**src/rtl/mc_ctrl_pkg.sv**
```systemverilog
// Shared encodings for the multi-cycle MIPS control unit: FSM states, opcode/funct
// values, ALU operation codes, datapath mux selects and the decoded instruction class.
package mc_ctrl_pkg;

  typedef enum logic [2:0] {
    ST_BOOT,
    ST_FETCH,
    ST_DECODE,
    ST_EXEC,
    ST_MEM,
    ST_WB
  } state_e;

  localparam logic [5:0] OP_RTYPE = 6'b000000;
  localparam logic [5:0] OP_J     = 6'b000010;
  localparam logic [5:0] OP_JAL   = 6'b000011;
  localparam logic [5:0] OP_BEQ   = 6'b000100;
  localparam logic [5:0] OP_BNE   = 6'b000101;
  localparam logic [5:0] OP_ORI   = 6'b001101;
  localparam logic [5:0] OP_LUI   = 6'b001111;
  localparam logic [5:0] OP_LW    = 6'b100011;
  localparam logic [5:0] OP_SW    = 6'b101011;

  localparam logic [5:0] FN_JR    = 6'b001000;
  localparam logic [5:0] FN_ADD   = 6'b100000;
  localparam logic [5:0] FN_SUB   = 6'b100010;
  localparam logic [5:0] FN_SLT   = 6'b101010;

  localparam logic [3:0] ALU_OR   = 4'b0001;
  localparam logic [3:0] ALU_ADD  = 4'b0010;
  localparam logic [3:0] ALU_CMP  = 4'b0011;
  localparam logic [3:0] ALU_SUB  = 4'b0110;
  localparam logic [3:0] ALU_SLT  = 4'b0111;
  localparam logic [3:0] ALU_LUI  = 4'b1010;

  localparam logic [1:0] PC_PLUS4  = 2'd0;
  localparam logic [1:0] PC_BRANCH = 2'd1;
  localparam logic [1:0] PC_JUMP   = 2'd2;
  localparam logic [1:0] PC_RS     = 2'd3;

  localparam logic [1:0] RD_RT = 2'd0;
  localparam logic [1:0] RD_RD = 2'd1;
  localparam logic [1:0] RD_RA = 2'd2;

  localparam logic [1:0] WD_ALU = 2'd0;
  localparam logic [1:0] WD_MDR = 2'd1;
  localparam logic [1:0] WD_PC  = 2'd2;

  typedef struct packed {
    logic add;
    logic sub;
    logic slt;
    logic jr;
    logic ori;
    logic lui;
    logic lw;
    logic sw;
    logic beq;
    logic bne;
    logic j;
    logic jal;
  } instr_class_t;

endpackage

```
**src/rtl/mc_controller_instr_class_dec.sv**
```systemverilog
// Combinational opcode/funct decode into one-hot instruction class flags;
// any encoding that matches no class is reported as illegal.
module instr_class_dec
  import mc_ctrl_pkg::*;
(
  input  logic [5:0]   opcode,
  input  logic [5:0]   funct,
  output instr_class_t cls,
  output logic         illegal
);

  always_comb begin
    cls = '0;
    case (opcode)
      OP_RTYPE: begin
        case (funct)
          FN_ADD:  cls.add = 1'b1;
          FN_SUB:  cls.sub = 1'b1;
          FN_SLT:  cls.slt = 1'b1;
          FN_JR:   cls.jr  = 1'b1;
          default: ;
        endcase
      end
      OP_J:    cls.j   = 1'b1;
      OP_JAL:  cls.jal = 1'b1;
      OP_BEQ:  cls.beq = 1'b1;
      OP_BNE:  cls.bne = 1'b1;
      OP_ORI:  cls.ori = 1'b1;
      OP_LUI:  cls.lui = 1'b1;
      OP_LW:   cls.lw  = 1'b1;
      OP_SW:   cls.sw  = 1'b1;
      default: ;
    endcase
    illegal = (cls == '0);
  end

endmodule

```
**src/rtl/mc_controller.sv**
```systemverilog
// Multi-cycle MIPS control FSM: sequences fetch/decode/execute/memory/write-back over
// a shared request/ready memory port and counts retired instructions.
module mc_controller
  import mc_ctrl_pkg::*;
#(
  parameter int CNT_W    = 32,
  parameter int BOOT_CYC = 2
) (
  input  logic             clk,
  input  logic             reset_n,
  input  logic [5:0]       opcode,
  input  logic [5:0]       funct,
  input  logic             zero,
  input  logic             mem_ready,
  output logic             mem_req,
  output logic             mem_we,
  output logic             iord,
  output logic             ir_we,
  output logic             pc_we,
  output logic [1:0]       pc_sel,
  output logic             reg_we,
  output logic [1:0]       reg_dst,
  output logic [1:0]       wd_sel,
  output logic             alu_src,
  output logic             ext_op,
  output logic [3:0]       alu_ctrl,
  output logic             illegal,
  output logic             retire,
  output logic [CNT_W-1:0] instr_cnt
);

  localparam int                BOOT_W    = (BOOT_CYC > 1) ? $clog2(BOOT_CYC) : 1;
  localparam logic [BOOT_W-1:0] BOOT_LAST = BOOT_W'(BOOT_CYC - 1);

  state_e             state_q, state_d;
  logic [BOOT_W-1:0]  boot_cnt_q, boot_cnt_d;
  logic [CNT_W-1:0]   instr_cnt_q, instr_cnt_d;
  instr_class_t       cls;
  logic               dec_illegal;
  logic               is_rtype_alu;

  instr_class_dec u_dec (
    .opcode  (opcode),
    .funct   (funct),
    .cls     (cls),
    .illegal (dec_illegal)
  );

  assign is_rtype_alu = cls.add | cls.sub | cls.slt;
  assign instr_cnt    = instr_cnt_q;

  always_ff @(posedge clk or negedge reset_n) begin
    if (!reset_n) begin
      state_q     <= ST_BOOT;
      boot_cnt_q  <= '0;
      instr_cnt_q <= '0;
    end else begin
      state_q     <= state_d;
      boot_cnt_q  <= boot_cnt_d;
      instr_cnt_q <= instr_cnt_d;
    end
  end

  always_comb begin
    state_d    = state_q;
    boot_cnt_d = boot_cnt_q;
    mem_req    = 1'b0;
    mem_we     = 1'b0;
    iord       = 1'b0;
    ir_we      = 1'b0;
    pc_we      = 1'b0;
    pc_sel     = PC_PLUS4;
    reg_we     = 1'b0;
    reg_dst    = RD_RT;
    wd_sel     = WD_ALU;
    alu_src    = 1'b0;
    ext_op     = 1'b0;
    alu_ctrl   = 4'b0000;
    illegal    = 1'b0;
    retire     = 1'b0;

    case (state_q)
      ST_BOOT: begin
        if (boot_cnt_q == BOOT_LAST) state_d = ST_FETCH;
        else                         boot_cnt_d = boot_cnt_q + 1'b1;
      end
      ST_FETCH: begin
        mem_req = 1'b1;
        if (mem_ready) begin
          ir_we   = 1'b1;
          pc_we   = 1'b1;
          state_d = ST_DECODE;
        end
      end
      ST_DECODE: begin
        if (dec_illegal) begin
          illegal = 1'b1;
          state_d = ST_FETCH;
        end else if (cls.j || cls.jal) begin
          // PC already holds PC+4, which jal links into $31
          pc_we   = 1'b1;
          pc_sel  = PC_JUMP;
          reg_we  = cls.jal;
          reg_dst = cls.jal ? RD_RA : RD_RT;
          wd_sel  = cls.jal ? WD_PC : WD_ALU;
          retire  = 1'b1;
          state_d = ST_FETCH;
        end else if (cls.jr) begin
          pc_we   = 1'b1;
          pc_sel  = PC_RS;
          retire  = 1'b1;
          state_d = ST_FETCH;
        end else begin
          state_d = ST_EXEC;
        end
      end
      ST_EXEC: begin
        if (cls.beq || cls.bne) begin
          alu_ctrl = ALU_CMP;
          ext_op   = 1'b1;
          pc_sel   = PC_BRANCH;
          pc_we    = cls.beq ? zero : !zero;
          retire   = 1'b1;
          state_d  = ST_FETCH;
        end else if (cls.lw || cls.sw) begin
          alu_ctrl = ALU_ADD;
          alu_src  = 1'b1;
          ext_op   = 1'b1;
          state_d  = ST_MEM;
        end else begin
          alu_src = cls.ori | cls.lui;
          if (cls.add)      alu_ctrl = ALU_ADD;
          else if (cls.sub) alu_ctrl = ALU_SUB;
          else if (cls.slt) alu_ctrl = ALU_SLT;
          else if (cls.ori) alu_ctrl = ALU_OR;
          else if (cls.lui) alu_ctrl = ALU_LUI;
          state_d = ST_WB;
        end
      end
      ST_MEM: begin
        mem_req = 1'b1;
        iord    = 1'b1;
        mem_we  = cls.sw;
        if (mem_ready) begin
          retire  = cls.sw;
          state_d = cls.sw ? ST_FETCH : ST_WB;
        end
      end
      ST_WB: begin
        reg_we  = 1'b1;
        reg_dst = is_rtype_alu ? RD_RD : RD_RT;
        wd_sel  = cls.lw ? WD_MDR : WD_ALU;
        retire  = 1'b1;
        state_d = ST_FETCH;
      end
      default: state_d = ST_BOOT;
    endcase

    instr_cnt_d = instr_cnt_q + CNT_W'(retire);
  end

endmodule

```
**config.mk**
```make
export PLATFORM = sky130hd
export DESIGN_NAME = mc_controller
export DESIGN_NICKNAME = d
export VERILOG_FILES = /design/src/rtl/mc_ctrl_pkg.sv /design/src/rtl/mc_controller_instr_class_dec.sv /design/src/rtl/mc_controller.sv
export SDC_FILE = /design/constraint.sdc
export NUM_CORES = 1
export LEC_CHECK = 0
export ABC_CLOCK_PERIOD_IN_PS = 3580
export CAP_MARGIN = 10
export CORE_MARGIN = 5
export CORE_UTILIZATION = 40
export CTS_BUF_LIST = sky130_fd_sc_hd__clkbuf_4 sky130_fd_sc_hd__clkbuf_8
export DETAILED_ROUTE_END_ITERATION = 7
export HOLD_SLACK_MARGIN = 0.02
export PLACE_DENSITY_LB_ADDON = 0.2
export SLEW_MARGIN = 20
export SYNTH_ARGS = -nofsm -noshare
export SYNTH_HDL_FRONTEND = slang
export SYNTH_SLANG_ARGS = --single-unit
```
**constraint.sdc**
```tcl
create_clock -name clk -period 3.58 [get_ports clk]
set_clock_uncertainty 0.15 [all_clocks]
set_input_delay 0.716 -clock clk [delete_from_list [all_inputs] [get_ports clk]]
set_output_delay 0.716 -clock clk [all_outputs]
set_load 0.005 [all_outputs]
```
## After elaboration in Yosys (flattened, before gate mapping)

Index checks and enable logic that the tools add are counted.

- Word-level logic and storage cells: 106
- Input bits: 16
- Register bits: 36

- Equal/unequal tests: 20
- Bitwise gates (word level): 3
- Add/subtract/negate cells: 2
- Reductions and logical operators: 9
- Mux-type cells: 69

Operator list:

| kind | number |
|---|---|
| $mux W1 | 39 |
| $mux W4 | 9 |
| $add A32 B1 Y32 | 1 |
| $eq A6 B6 Y1 const B | 5 |
| $eq A6 B4 Y1 const B | 3 |
| $mux W2 | 9 |
| $pmux W3 S6 | 1 |
| $mux W3 | 5 |
| $eq A6 B2 Y1 const B | 2 |
| $eq A6 B3 Y1 const B | 2 |
| $logic_not A12 Y1 | 1 |
| $pmux W2 S2 | 3 |
| $eq A3 B2 Y1 const B | 2 |
| $eq A3 B3 Y1 const B | 2 |
| $logic_not A6 Y1 | 1 |
| $ne A2 B2 Y1 const B | 3 |
| $pmux W1 S4 | 1 |
| $eq A3 B1 Y1 const B | 1 |
| $logic_not A3 Y1 | 1 |
| $logic_or A1 B1 Y1 | 3 |
| $or A1 B1 Y1 | 3 |
| $pmux W1 S3 | 1 |
| $reduce_and A3 Y1 | 1 |
| $pmux W1 S2 | 1 |
| 3 further kinds | 3 |

## Longest topological paths before layout

- Depth in word-level cells: 10
- Depth in mapped cells: 13
- Mapped depth without buffers: 11

## Cells and area by module

A second synthesis with hierarchy kept.

- Cells, all modules: 220
- Area total of the unflattened synthesis: 2098.3 um^2

By module, submodules not included:

| module | sequential area each (um^2) | times used | area an instance (um^2) | cells each |
|---|---|---|---|---|
| mc_controller | 900.9 | 1 | 1844.3 | 187 |
| instr_class_dec | 0.0 | 1 | 254.0 | 33 |

## Worst setup path before layout

OpenSTA, ideal clock, no wires.

- Kind: input to register
- From: input opcode[4]
- To: register instr_cnt_q[16], in the netlist instr_cnt[16]
- Stages: 11
- Path slack: 0.496 ns
- Setup time: 0.124 ns
- Required time: 3.306 ns
- Data arrival time: 2.810 ns
- Path through: or2_4 -> or4_4 -> nand2_1 -> a211o_1 -> ha_1 -> ha_1 -> inv_1 -> nor4_2 -> buf_4 -> nand4_1 -> xnor2_1

- Word-level cells in the longest chain between the ends: 7
- Elaborated cells between the ends (all ways): 28
- Classes of those cells: add/sub (1); eq/ne (8); mux (15); reduce/logical (4)

RTL lines:

| item | RTL line | RTL |
|---|---|---|
| from (decl) | mc_controller.sv:11 | `input logic [5:0] opcode,` |
| branches (longest 5 deep; another with $logic_not A12 Y1) | - |  |
| $pmux W1 S4 (*) | mc_controller.sv:82 | `case (state_q)` |
| net retire | mc_controller.sv:28 | `output logic retire,` |
| $add A32 B1 Y32 (*) | mc_controller.sv:159 | `instr_cnt_d = instr_cnt_q + CNT_W'(retire);` |
| net instr_cnt_d[16] | mc_controller.sv:37 | `logic [CNT_W-1:0] instr_cnt_q, instr_cnt_d;` |
| to (signal assigned) | mc_controller.sv:60 | `instr_cnt_q <= instr_cnt_d;` |
| to (decl) | mc_controller.sv:37 |  |

Mark *: on every way through the listed nets, which the timed path passes.
A chain may end at the register's enable or synchronous reset.

## Worst setup path after layout

- From: input opcode[5]
- To: output ext_op

- Word-level cells in the longest chain between the ends: 6
- Elaborated cells between the ends (all ways): 13
- Classes of those cells: eq/ne (4); mux (7); reduce/logical (2)

RTL lines:

| item | RTL line | RTL |
|---|---|---|
| $eq A6 B6 Y1 | mc_controller_instr_class_dec.sv:14 | `case (opcode)` |
| $mux W1 | mc_controller_instr_class_dec.sv:14 |  |
| $logic_or A1 B1 Y1 | mc_controller.sv:125 | `end else if (cls.lw \|\| cls.sw) begin` |
| $mux W1 | mc_controller.sv:125 |  |
| $mux W1 (*) | mc_controller.sv:118 | `if (cls.beq \|\| cls.bne) begin` |
| $mux W1 (*) | mc_controller.sv:82 |  |
| to (decl) | mc_controller.sv:25 | `output logic ext_op,` |

Mark *: on every way between the ends. The rest lies on a longest branch, timed or not.

==> impl_metrics.csv <==
group,metric,value,unit
outcome,status,"completed",
hold_path,min_from,"instr_cnt[31]",
worst_setup_path,worstReg2RegEnd,"instr_cnt[22]",
timing,tns,0,ns
power_and_ir_drop,p_sw_share,30.2,%
drt,vias_per_cell,5.08,
worst_setup_path,reg2reg_from,"state_q[2]",
final_layout,nNetsFinal,305,
worst_setup_path,worst-path-buf-inv,3,
floorplanning,die_h,81.1,um
drt,ant_nets,0,
final_layout,final_util,62.0,%
drt,routedWlPerCell,14.4,um
placement,portBuffers,67,
logic_synthesis,synth-seq-cells,36,
power_and_ir_drop,peakVddDrop,0.228,mV
placement,dp_hpwl,3890,um
grt,gr-total-overflow,0,
clock_network,clk_pin_slew_worst_paths,0.08,ns
worst_setup_path,crit_path_start_kind,"input pin",
grt,grt_max_degree,37,
grt,grt_pass1_wl,8460,um
grt,antenna_found_initial,0,
clock_network,h-tree-depth,2,
worst_setup_path,slowest_stage,"clkdlybuf4s50_1",
timing,max_slew_margin,46.8,%
logic_synthesis,synthFlopType,"dfrtp_1",
power_and_ir_drop,seqPwrFrac,45.0,%
worst_setup_path,crit_type,"in2out",
final_layout,diodes,0,
clock_network,clk_latency,0.29,ns
floorplanning,die-area,0.00658,mm^2
worst_setup_path,rrSetupSlack,0.59,ns
drt,vias,1802,
placement,post-place-ws,-0.0253,ns
worst_setup_path,critPathTopFamily,"buffers and inverters",
power_and_ir_drop,power_density,383,mW/mm^2
floorplanning,die_x,81.1,um
timing,worst_pin_slew,0.797,ns
logic_synthesis,synth-edff-count,0,
timing,finalSetupViolCount,0,
worst_setup_path,cp.arrival,2.66,ns
timing,post-route-period-util,98.4,%
power_and_ir_drop,p_int,0.000797,W
final_layout,drive_gt1_share,14.2,%
worst_setup_path,cp_cell_sequence,"clkdlybuf4s50_1 > buf_4 > or4b_1 > a21oi_2 > and2_1 > clkdlybuf4s50_1",
logic_synthesis,netlist-cell-type-count,45,
timing,slew_viol_final,0,
clock_network,cts_tree,"yes",
logic_synthesis,avgSynthCellArea,9.92,um^2
power_and_ir_drop,p_leak,1.28,nW
power_and_ir_drop,p_switching,0.000345,W
final_layout,fill_cells,413,
clock_network,hold_buffers,0,
worst_setup_path,required,2.71,ns
floorplanning,ios,68,
drt,drt_iter0_drc,147,
logic_synthesis,syn_nets,222,
worst_setup_path,path_max_fanout,3,
logic_synthesis,syn_inst,204,
floorplanning,rows,25,
drt,drc_errors,0,
worst_setup_path,reg2reg_depth,11,
clock_network,root_buffer,"clkbuf_8",
power_and_ir_drop,share_comb_of_total_power,28.1,%
floorplanning,core,0.00482,mm^2
timing,final_hold_viol_count,0,
hold_path,whs_endpoint,"instr_cnt[31]",
final_layout,area_delta_synth_final,47.6,%
drt,drt_wl_total,5100,um
timing,max_freq,284,MHz
timing,min_period,3.52,ns
hold_path,holdCritPathClass,"reg2reg",
worst_setup_path,end_kind,"output port",
clock_network,cts_inserted_buffers,5,
worst_setup_path,max_stage_delay,0.50,ns
clock_network,cts.path.max_buffers,2,
power_and_ir_drop,p_total,0.00114,W
timing,grt_setup_unrepaired,"true",
grt,grt_pass1_vias,1767,
timing,whs,0.324,ns
power_and_ir_drop,pwr-share-clk,26.9,%
run,max-cap-violations,0,
timing,timing.final.ws_setup,0.0579,ns
logic_synthesis,async_flop_share,100,%
drt,drt-pass1-iter-count,4,
floorplanning,initial_utilization,42.0,%
logic_synthesis,synth_area,0.00202,mm^2
grt,grtUsageTotal,16.6,%
placement,gp_congestion,0.852,
clock_network,clock_sinks,36,
worst_setup_path,path_common_cell,"clkdlybuf4s50_1",
logic_synthesis,yosysSeqAreaShare,44.5,%
hold_path,whs_path_depth,1,
logic_synthesis,yosys_warnings,0,
how the worst max path moves through the flow:
| stage | from | to | cells past startpoint |
|---|---|---|---|
| CTS | opcode[5] | alu_ctrl[1] | 7 |
| global placement | opcode[4] | instr_cnt[18] | 12 |
| detailed placement | opcode[4] | instr_cnt[18] | 12 |
| global route | opcode[2] | alu_ctrl[0] | 6 |
| finish | opcode[5] | ext_op | 6 |
| floorplan | opcode[4] | instr_cnt[16] | 11 |
power by group through the flow:
| stage | clock network (W) | registers, W | logic, W |
|---|---|---|---|
| 2_1_floorplan | 0 | 0.000485 | 0.000172 |
| 3_3_place_gp | 0 | 0.000520 | 0.000326 |
| 3_5_place_dp | 0 | 0.000522 | 0.000327 |
| 4_1_cts | 0.000315 | 0.000513 | 0.000330 |
| 5_1_grt | 0.000332 | 0.000524 | 0.000352 |
| 6_report | 0.000307 | 0.000514 | 0.000321 |
placed cells by master (no fill, tap or decap), drive strengths merged, types with 4 or more instances in the layout:
master and n:
clkdlybuf4s50 61, dfrtp 36, xnor2 28, buf 18, nor2 16, nand3 15
nand4 15, nand2 14, and3 8, nor3 7, clkbuf 7, inv 5
dlymetal6s2s 5, a21oi 5, nor3b 4, or2 4, nor4 4
cell families after synthesis:
logic type	synth area share, %
adders and majority gates	1.24
and+or+nand+nor	31.2
xor gates and xnor gates	13.4
muxes	0.495
buffers and inverters	3.22
AOI/OAI and AO/OA	5.88
DFF	44.5
cells in the mapped netlist (all sizes together), types with 5 or more instances:
library cell | count | share of area [%]
nor2 | 16 | 3.0
dfrtp | 36 | 45
inv | 5 | 0.93
and3 | 8 | 2.5
nand2 | 14 | 2.6
nor3 | 7 | 1.7
xnor2 | 28 | 12
buf | 7 | 2.1
nand4 | 15 | 4.9
nand3 | 15 | 4.0
a21oi | 5 | 1.4
final cells by class:
type	instances	area (um^2)	area share (%)
multi-input combinational	155	1070	35.7
sequential	36	901	30.2
timing repair buffer	84	818	27.4
clock buffer	7	90.1	3.02
tap	67	83.8	2.81
inverter	5	18.8	0.629
clock inverter	1	7.51	0.251
through the flow:
step,cell area (um^2),std cells
global placement,2870,347
CTS,2960,355
detailed placement,2870,347
global route,2990,355
floorplan,2020,204
finish,2990,355
sequential cells by signal, indices dropped and copies added (netlist names):
register and count:
state_q 3, boot_cnt_q 1, instr_cnt 32
routing by layer:
metal | part of all wire [%] | GRT usage [%] | routed length, um | vias up
met5 | 0 | 0 | 0 | -
met4 | 1.6 | 5.24 | 82 | 0
met3 | 5.4 | 3.99 | 275 | 8
met2 | 47 | 27.2 | 2410 | 46
met1 | 46 | 21.6 | 2330 | 859
li1 | - | - | - | 889
repair_timing:
action / in CTS / in global routing
pin swaps: 1 / 2
endpoints found under the setup margin: 1 / 6
resized for setup: 0 / 6
setup buffers: 0 / 0
Power figures use the tool's default switching activity.
